--- config.mk ---
export PLATFORM = sky130hd
export DESIGN_NAME = sargantana_ifill_arbiter
export DESIGN_NICKNAME = d
export VERILOG_FILES = /design/src/rtl/sargantana_ifill_arbiter.sv
export SDC_FILE = /design/constraint.sdc
export NUM_CORES = 1
export LEC_CHECK = 0
export ABC_CLOCK_PERIOD_IN_PS = 2900
export CAP_MARGIN = 10
export CELL_PAD_IN_SITES_DETAIL_PLACEMENT = 2
export CELL_PAD_IN_SITES_GLOBAL_PLACEMENT = 2
export CORE_AREA = 2 2 458 460
export CTS_CLUSTER_DIAMETER = 200
export DETAILED_ROUTE_END_ITERATION = 10
export DIE_AREA = 0 0 460 462
export DONT_BUFFER_PORTS = 1
export HOLD_SLACK_MARGIN = 0.15
export PLACE_DENSITY = 0.37
export RECOVER_POWER = 25
export SYNTH_ARGS = -nofsm -noshare
export SYNTH_HDL_FRONTEND = slang
export SYNTH_SLANG_ARGS = --single-unit
--- constraint.sdc ---
create_clock -name clk_i -period 2.9 [get_ports clk_i]
set_input_delay 0.58 -clock clk_i [delete_from_list [all_inputs] [get_ports clk_i]]
set_output_delay 0.58 -clock clk_i [all_outputs]
set_load 0.02 [all_outputs]
--- src/rtl/sargantana_ifill_arbiter.sv ---
// Shares the single L2 ifill port between icache demand misses and the next-line
// prefetcher: one fill in flight, demand first, prefetch forced after PF_STARVE losses.
module sargantana_ifill_arbiter #(
  parameter int PADDR_SIZE = 40,
  parameter int LINE_W     = 512,
  parameter int PF_STARVE  = 4
) (
  input  logic                  clk_i,
  input  logic                  rstn_i,
  input  logic                  flush_i,
  input  logic                  dmd_req_valid_i,
  input  logic [PADDR_SIZE-1:0] dmd_req_paddr_i,
  output logic                  dmd_req_ready_o,
  output logic                  dmd_resp_valid_o,
  input  logic                  pf_req_valid_i,
  input  logic [PADDR_SIZE-1:0] pf_req_paddr_i,
  output logic                  pf_req_ready_o,
  output logic                  pf_resp_valid_o,
  output logic [LINE_W-1:0]     resp_data_o,
  output logic                  ifill_req_valid_o,
  output logic [PADDR_SIZE-1:0] ifill_req_paddr_o,
  input  logic                  ifill_resp_ack_i,
  input  logic                  ifill_resp_valid_i,
  input  logic [LINE_W-1:0]     ifill_resp_data_i,
  output logic                  busy_o,
  output logic                  imiss_time_pmu_o,
  output logic [1:0]            state_dbg_o
);

  localparam int OFF = $clog2(LINE_W / 8);
  localparam int CW  = $clog2(PF_STARVE + 1);
  localparam logic [PADDR_SIZE-1:0] LINE_MASK = {{(PADDR_SIZE - OFF){1'b1}}, {OFF{1'b0}}};

  typedef enum logic [1:0] {
    IDLE = 2'd0,
    REQ  = 2'd1,
    WAIT = 2'd2
  } state_t;

  // Handshake: a request is taken in the cycle its valid and ready are both high;
  // ready is combinational and only ever asserted for the single winner in IDLE.

  state_t                state;
  logic                  owner_pf;
  logic                  killed;
  logic [CW-1:0]         starve_cnt;
  logic [PADDR_SIZE-1:0] paddr;

  logic                  pf_win;
  logic                  dmd_win;
  logic                  resp_done;
  logic                  resp_fire;
  logic [PADDR_SIZE-1:0] grant_paddr;

  always_comb begin
    pf_win  = 1'b0;
    dmd_win = 1'b0;
    if (state == IDLE && !flush_i) begin
      pf_win  = pf_req_valid_i && (!dmd_req_valid_i || starve_cnt == CW'(PF_STARVE));
      dmd_win = dmd_req_valid_i && !pf_win;
    end
  end

  assign grant_paddr = (pf_win ? pf_req_paddr_i : dmd_req_paddr_i) & LINE_MASK;

  // A response only counts in REQ together with its ack, or in WAIT.
  assign resp_done = ifill_resp_valid_i &&
                     ((state == REQ && ifill_resp_ack_i) || state == WAIT);
  assign resp_fire = resp_done && !killed && !flush_i;

  always_ff @(posedge clk_i or negedge rstn_i) begin
    if (!rstn_i) begin
      state            <= IDLE;
      owner_pf         <= 1'b0;
      killed           <= 1'b0;
      starve_cnt       <= '0;
      paddr            <= '0;
      resp_data_o      <= '0;
      dmd_resp_valid_o <= 1'b0;
      pf_resp_valid_o  <= 1'b0;
    end else begin
      dmd_resp_valid_o <= resp_fire && !owner_pf;
      pf_resp_valid_o  <= resp_fire && owner_pf;
      if (resp_fire) resp_data_o <= ifill_resp_data_i;

      if (!pf_req_valid_i || pf_win) starve_cnt <= '0;
      else if (dmd_win && starve_cnt != CW'(PF_STARVE)) starve_cnt <= starve_cnt + 1'b1;

      case (state)
        IDLE: begin
          if (pf_win || dmd_win) begin
            state    <= REQ;
            owner_pf <= pf_win;
            killed   <= 1'b0;
            paddr    <= grant_paddr;
          end
        end
        REQ: begin
          if (flush_i) killed <= 1'b1;
          if (ifill_resp_ack_i) state <= ifill_resp_valid_i ? IDLE : WAIT;
        end
        WAIT: begin
          if (flush_i) killed <= 1'b1;
          if (ifill_resp_valid_i) state <= IDLE;
        end
        default: state <= IDLE;
      endcase

      if (resp_done) killed <= 1'b0;
    end
  end

  assign dmd_req_ready_o   = dmd_win;
  assign pf_req_ready_o    = pf_win;
  assign ifill_req_valid_o = (state == REQ);
  assign ifill_req_paddr_o = paddr;
  assign busy_o            = (state != IDLE);
  assign imiss_time_pmu_o  = (state != IDLE) && !owner_pf && !killed;
  assign state_dbg_o       = state;

endmodule

==> results list <==
* Status: finished with violations
- The checks that failed: negative hold slack, max-slew violations.
- Horizontal extent of the die: 460 um
- After clock tree synthesis, the clock-pin slew on the worst setup and hold paths is 0.05 ns.
- The number of antenna violations at the first check in global routing came to 66.
* Register share of total power: 52.3%
- In the detailed route, the total length drawn on met2 is 49760 um.
* Logic depth of the worst setup path including buffers: 5
- The die covers 0.2125 mm^2.
- Cell type with the highest aggregate area in the netlist: sky130_fd_sc_hd__dfrtp_1
- The worst pin sits at a relative slew slack of -34.44%.
* Post-synthesis to final-layout area growth: 50.37%
* Number of failing hold endpoints at the final stage: 434
- Vertical die dimension: 462 um
- Clock tree from TritonCTS: yes
- Number of iterations in the first detailed-routing pass: 4
- The via count of the first global-routing pass was 16290.
- The clock drives 555 sinks.
- Number of buffer and inverter stages on the critical path: 3
* Fin crit share: 91.91%
- Placer's final routability congestion estimate: 0.8063
* Smallest hold slack: -0.3816 ns
- Detailed-routing wirelength on met1: 39960 um
- For the worst flop-to-flop path, the logic depth is 8.
* HPWL reported at the end of detailed placement: 81370 um
- In this run the remaining antenna-violating nets after routing total 0.
* CTS H-tree depth: 3
- Vias per std cell: 3.036
* Switching part of the total: 39.85%
- YS warnings: 0
- Family with the most delay on the worst path: flip-flops
* Cell with the biggest individual delay on the critical path: sky130_fd_sc_hd__dfrtp_2
- In this run, placement finished with an instance count of 3946.
- Yosys mapped the design onto 32 distinct sky130hd cell types.
- Delay contributed by the slowest stage of the critical path: 0.44 ns
- The internal power of the cells totals 0.02423 W.
* Aggregate global routing overflow: 0
- For this design the ratio of total power to cell area is 1160 mW/mm^2.
- Top cells by area, synth: sky130_fd_sc_hd__dfrtp_1 60%, sky130_fd_sc_hd__mux2_4 30%, sky130_fd_sc_hd__mux2_2 2.7%
* Reported leakage power: 15.69 nW
- For this design the total switching power over the nets is 0.01605 W.
- At the pin with the least slew margin, the transition time is 2.017 ns.
- Setup repair after global routing left no endpoint under its margin.
* Largest fanout on the critical path: 9
* Fraction of post-synthesis cell area in the top cell type by area: 60.13%
- In the final design database the tool counted 2498 nets.
* Final Setup Violations: 0
* Endpoint kind of the worst setup timing path: output pin
- Total global-route track usage: 9.647%
* Worst-case vdd ir drop: 497.7 uV
- Between clock sinks in the finished design, the worst skew comes to 0.04510 ns.
- The signal on the critical path passes through inv_2 > ha_4 > inv_1 > nor4_4 > buf_6.
* Clock tree root buffer cell: sky130_fd_sc_hd__clkbuf_16
* Flip-flop and latch count after synthesis: 555
- Combinational fraction of design power: 22.2%
- Averaged over all synthesized cells, the footprint is 18.24 um^2.
- After detailed routing, the total wire length is 107900 um.
* Sequential cell area fraction in the yosys report: 60.13%
- Setup total negative slack on the finished layout was measured at 0 ns.
* Post-CTS Hold Buffers: 586
- Once layout is complete, the cells apart from fillers number 4688.
- After detailed routing, the number of remaining DRC violations is 0.
* Clk network pwr share: 25.5%
- The count of final max-slew check failures was 164.
- Number of rows created at floorplan: 168
* Placeable Area: 0.2081 mm^2
- The detailed router finished its first iteration with 467 violations.
- Io pins: 1160
- Top routing layer in use: met5
* Number of vias after detailed routing: 14230
* Data required time of the critical path: 2.32 ns
- Counting along the longest clock path gives a buffer depth of 3.
* First-pass GRT wire length: 143000 um
* CP Launch Type: register
- Initial core utilization: 11.10%
- Wire length per cell after detailed routing: 23.01 um
- Cells with a size suffix above 1 make up 34.72% of the layout.
* Pin count of the biggest net entering global routing: 556
- The worst setup path is of the reg -> out kind.
- Area post-placement: 0.02609 mm^2
* Final min period: 2.665 ns
- Detailed routing placed a total of 14070 um of wire on met3.
- Max-cap violations in this run came to 0.
* Data arrival at the endpoint of the critical path: 2.09 ns
* Clock latency at the later pin of the worst-skew pair: 0.69 ns
- Post-Syn Area: 0.02310 mm^2
- Synthesis handed over a netlist of 1266 instances.
- Derived from the worst setup path, the maximum achievable clock frequency is 0.3752 GHz.
- The count of buffers added on input and output ports is 0.
- CTS buffer count: 77
* Final non-filler cell area: 0.03473 mm^2
* Type of the most critical hold path: in -> async
## cell usage after synthesis, drive strengths merged
master	count
nand2	1
o21ai	4
a2111oi	1
nor2	2
a21o	1
a221o	34
o21bai	1
conb	1
nand3	1
mux2	513
or2	1
o211ai	2
a21oi	5
buf	68
nor3	2
a211oi	1
clkbuf	11
nor4	1
or4	1
inv	9
nor2b	3
xor2	1
a31oi	2
ha	7
dfrtp	555
a21boi	35
nand3b	3
## sequential cells by signal, summed over array words and instances (netlist names)
signal,flops
resp_data_o,512
ifill_req_paddr_o,34
starve_cnt,3
state_dbg_o,2
dmd_resp_valid_o,1
killed,1
owner_pf,1
pf_resp_valid_o,1
## final timing paths
| path | startpoint | endpoint | slack (ns) |
|---|---|---|---|
| max in group asynchronous | rstn_i | state_dbg_o[1] | 1.58 |
| worst min-delay path | rstn_i | resp_data_o[344] | -0.38 |
| worst max-delay path | state_dbg_o[1] | pf_req_ready_o | 0.23 |
| min in group clk_i | pf_req_valid_i | state_dbg_o[1] | 0.27 |
| worst max register to register | starve_cnt[0] | ifill_req_paddr_o[31] | 0.25 |
| worst min register to register | owner_pf | dmd_resp_valid_o | 0.54 |
## through the flow
| step | utilization, % | setup slack, ns | power [W] |
|---|---|---|---|
| 6_report | 16.69 | 0.2346 | 0.04028 |
| 5_1_grt | 16.67 | 0.01213 | 0.04241 |
| 4_1_cts | 16.66 | 0.04133 | 0.04104 |
| 3_5_place_dp | 12.54 | 0.06171 | 0.02911 |
| 3_3_place_gp | 12.54 | 0.1495 | 0.02892 |
| 2_1_floorplan | - | 0.3628 | 0.02531 |
## cell type report
cell class | count | area [um^2]
Multi-Input combinational cell | 628 | 8458
Antenna cell | 21 | 52.55
Clock inverter | 26 | 469.2
Fill cell | 23000 | 173400
Sequential cell | 555 | 13890
Tap cell | 2720 | 3403
Timing Repair Buffer | 621 | 6198
Inverter | 9 | 33.78
Clock buffer | 108 | 2226
## cell families (layout without fill, tap and decap cells)
group	after synthesis	in the layout	synth area share [%]
and+or+nand+nor	15	15	0.4225
muxes	513	513	32.45
xor gates and xnor gates	1	1	0.03793
adders and majority gates	7	7	0.3792
DFF	555	555	60.13
other	1	27	0.01624
buffers and inverters	88	764	3.499
AOI/OAI and AO/OA	86	86	3.061
## layout by cell type (no fill, tap or decap), types with 3 or more instances in the layout
| cell type | instances |
|---|---|
| sky130_fd_sc_hd__clkbuf_16 | 79 |
| sky130_fd_sc_hd__a221o_1 | 34 |
| sky130_fd_sc_hd__conb_1 | 6 |
| sky130_fd_sc_hd__clkbuf_1 | 15 |
| sky130_fd_sc_hd__dfrtp_1 | 554 |
| sky130_fd_sc_hd__mux2_4 | 458 |
| sky130_fd_sc_hd__nand3b_1 | 3 |
| sky130_fd_sc_hd__buf_12 | 5 |
| sky130_fd_sc_hd__buf_4 | 28 |
| sky130_fd_sc_hd__bufinv_16 | 11 |
| sky130_fd_sc_hd__inv_6 | 3 |
| sky130_fd_sc_hd__a21boi_0 | 27 |
| sky130_fd_sc_hd__clkbuf_8 | 14 |
| sky130_fd_sc_hd__dlygate4sd3_1 | 586 |
| sky130_fd_sc_hd__o21ai_0 | 4 |
| sky130_fd_sc_hd__ha_1 | 6 |
| sky130_fd_sc_hd__inv_1 | 7 |
| sky130_fd_sc_hd__clkinvlp_4 | 3 |
| sky130_fd_sc_hd__mux2_2 | 55 |
| sky130_fd_sc_hd__clkinv_2 | 4 |
| sky130_fd_sc_hd__a21oi_1 | 5 |
| sky130_fd_sc_hd__a21boi_1 | 8 |
| sky130_fd_sc_hd__diode_2 | 21 |
## metal layers
layer  vias up  track usage, %
met5         -               0
met4        34           3.568
met3       206           5.697
met2       863           15.42
met1      7345           10.46
li1       5784               -
## power by group through the flow
stage	clock, W	combinational, W	sequential [W]
2_1_floorplan	0	0.00694	0.0184
3_3_place_gp	0	0.00752	0.0214
3_5_place_dp	0	0.00780	0.0213
4_1_cts	0.0108	0.00898	0.0213
5_1_grt	0.0110	0.00966	0.0217
6_report	0.0103	0.00895	0.0211
## timing repair
item | 4_1_cts | 5_1_grt
setup endpoints to repair | 4 | 1
hold endpoints to repair | 1107 | 555
cloned | 0 | 0
gates resized for setup | 5 | 3
setup buffers | 1 | 0
pin swaps | 1 | 1
Power figures use the tool's default switching activity.
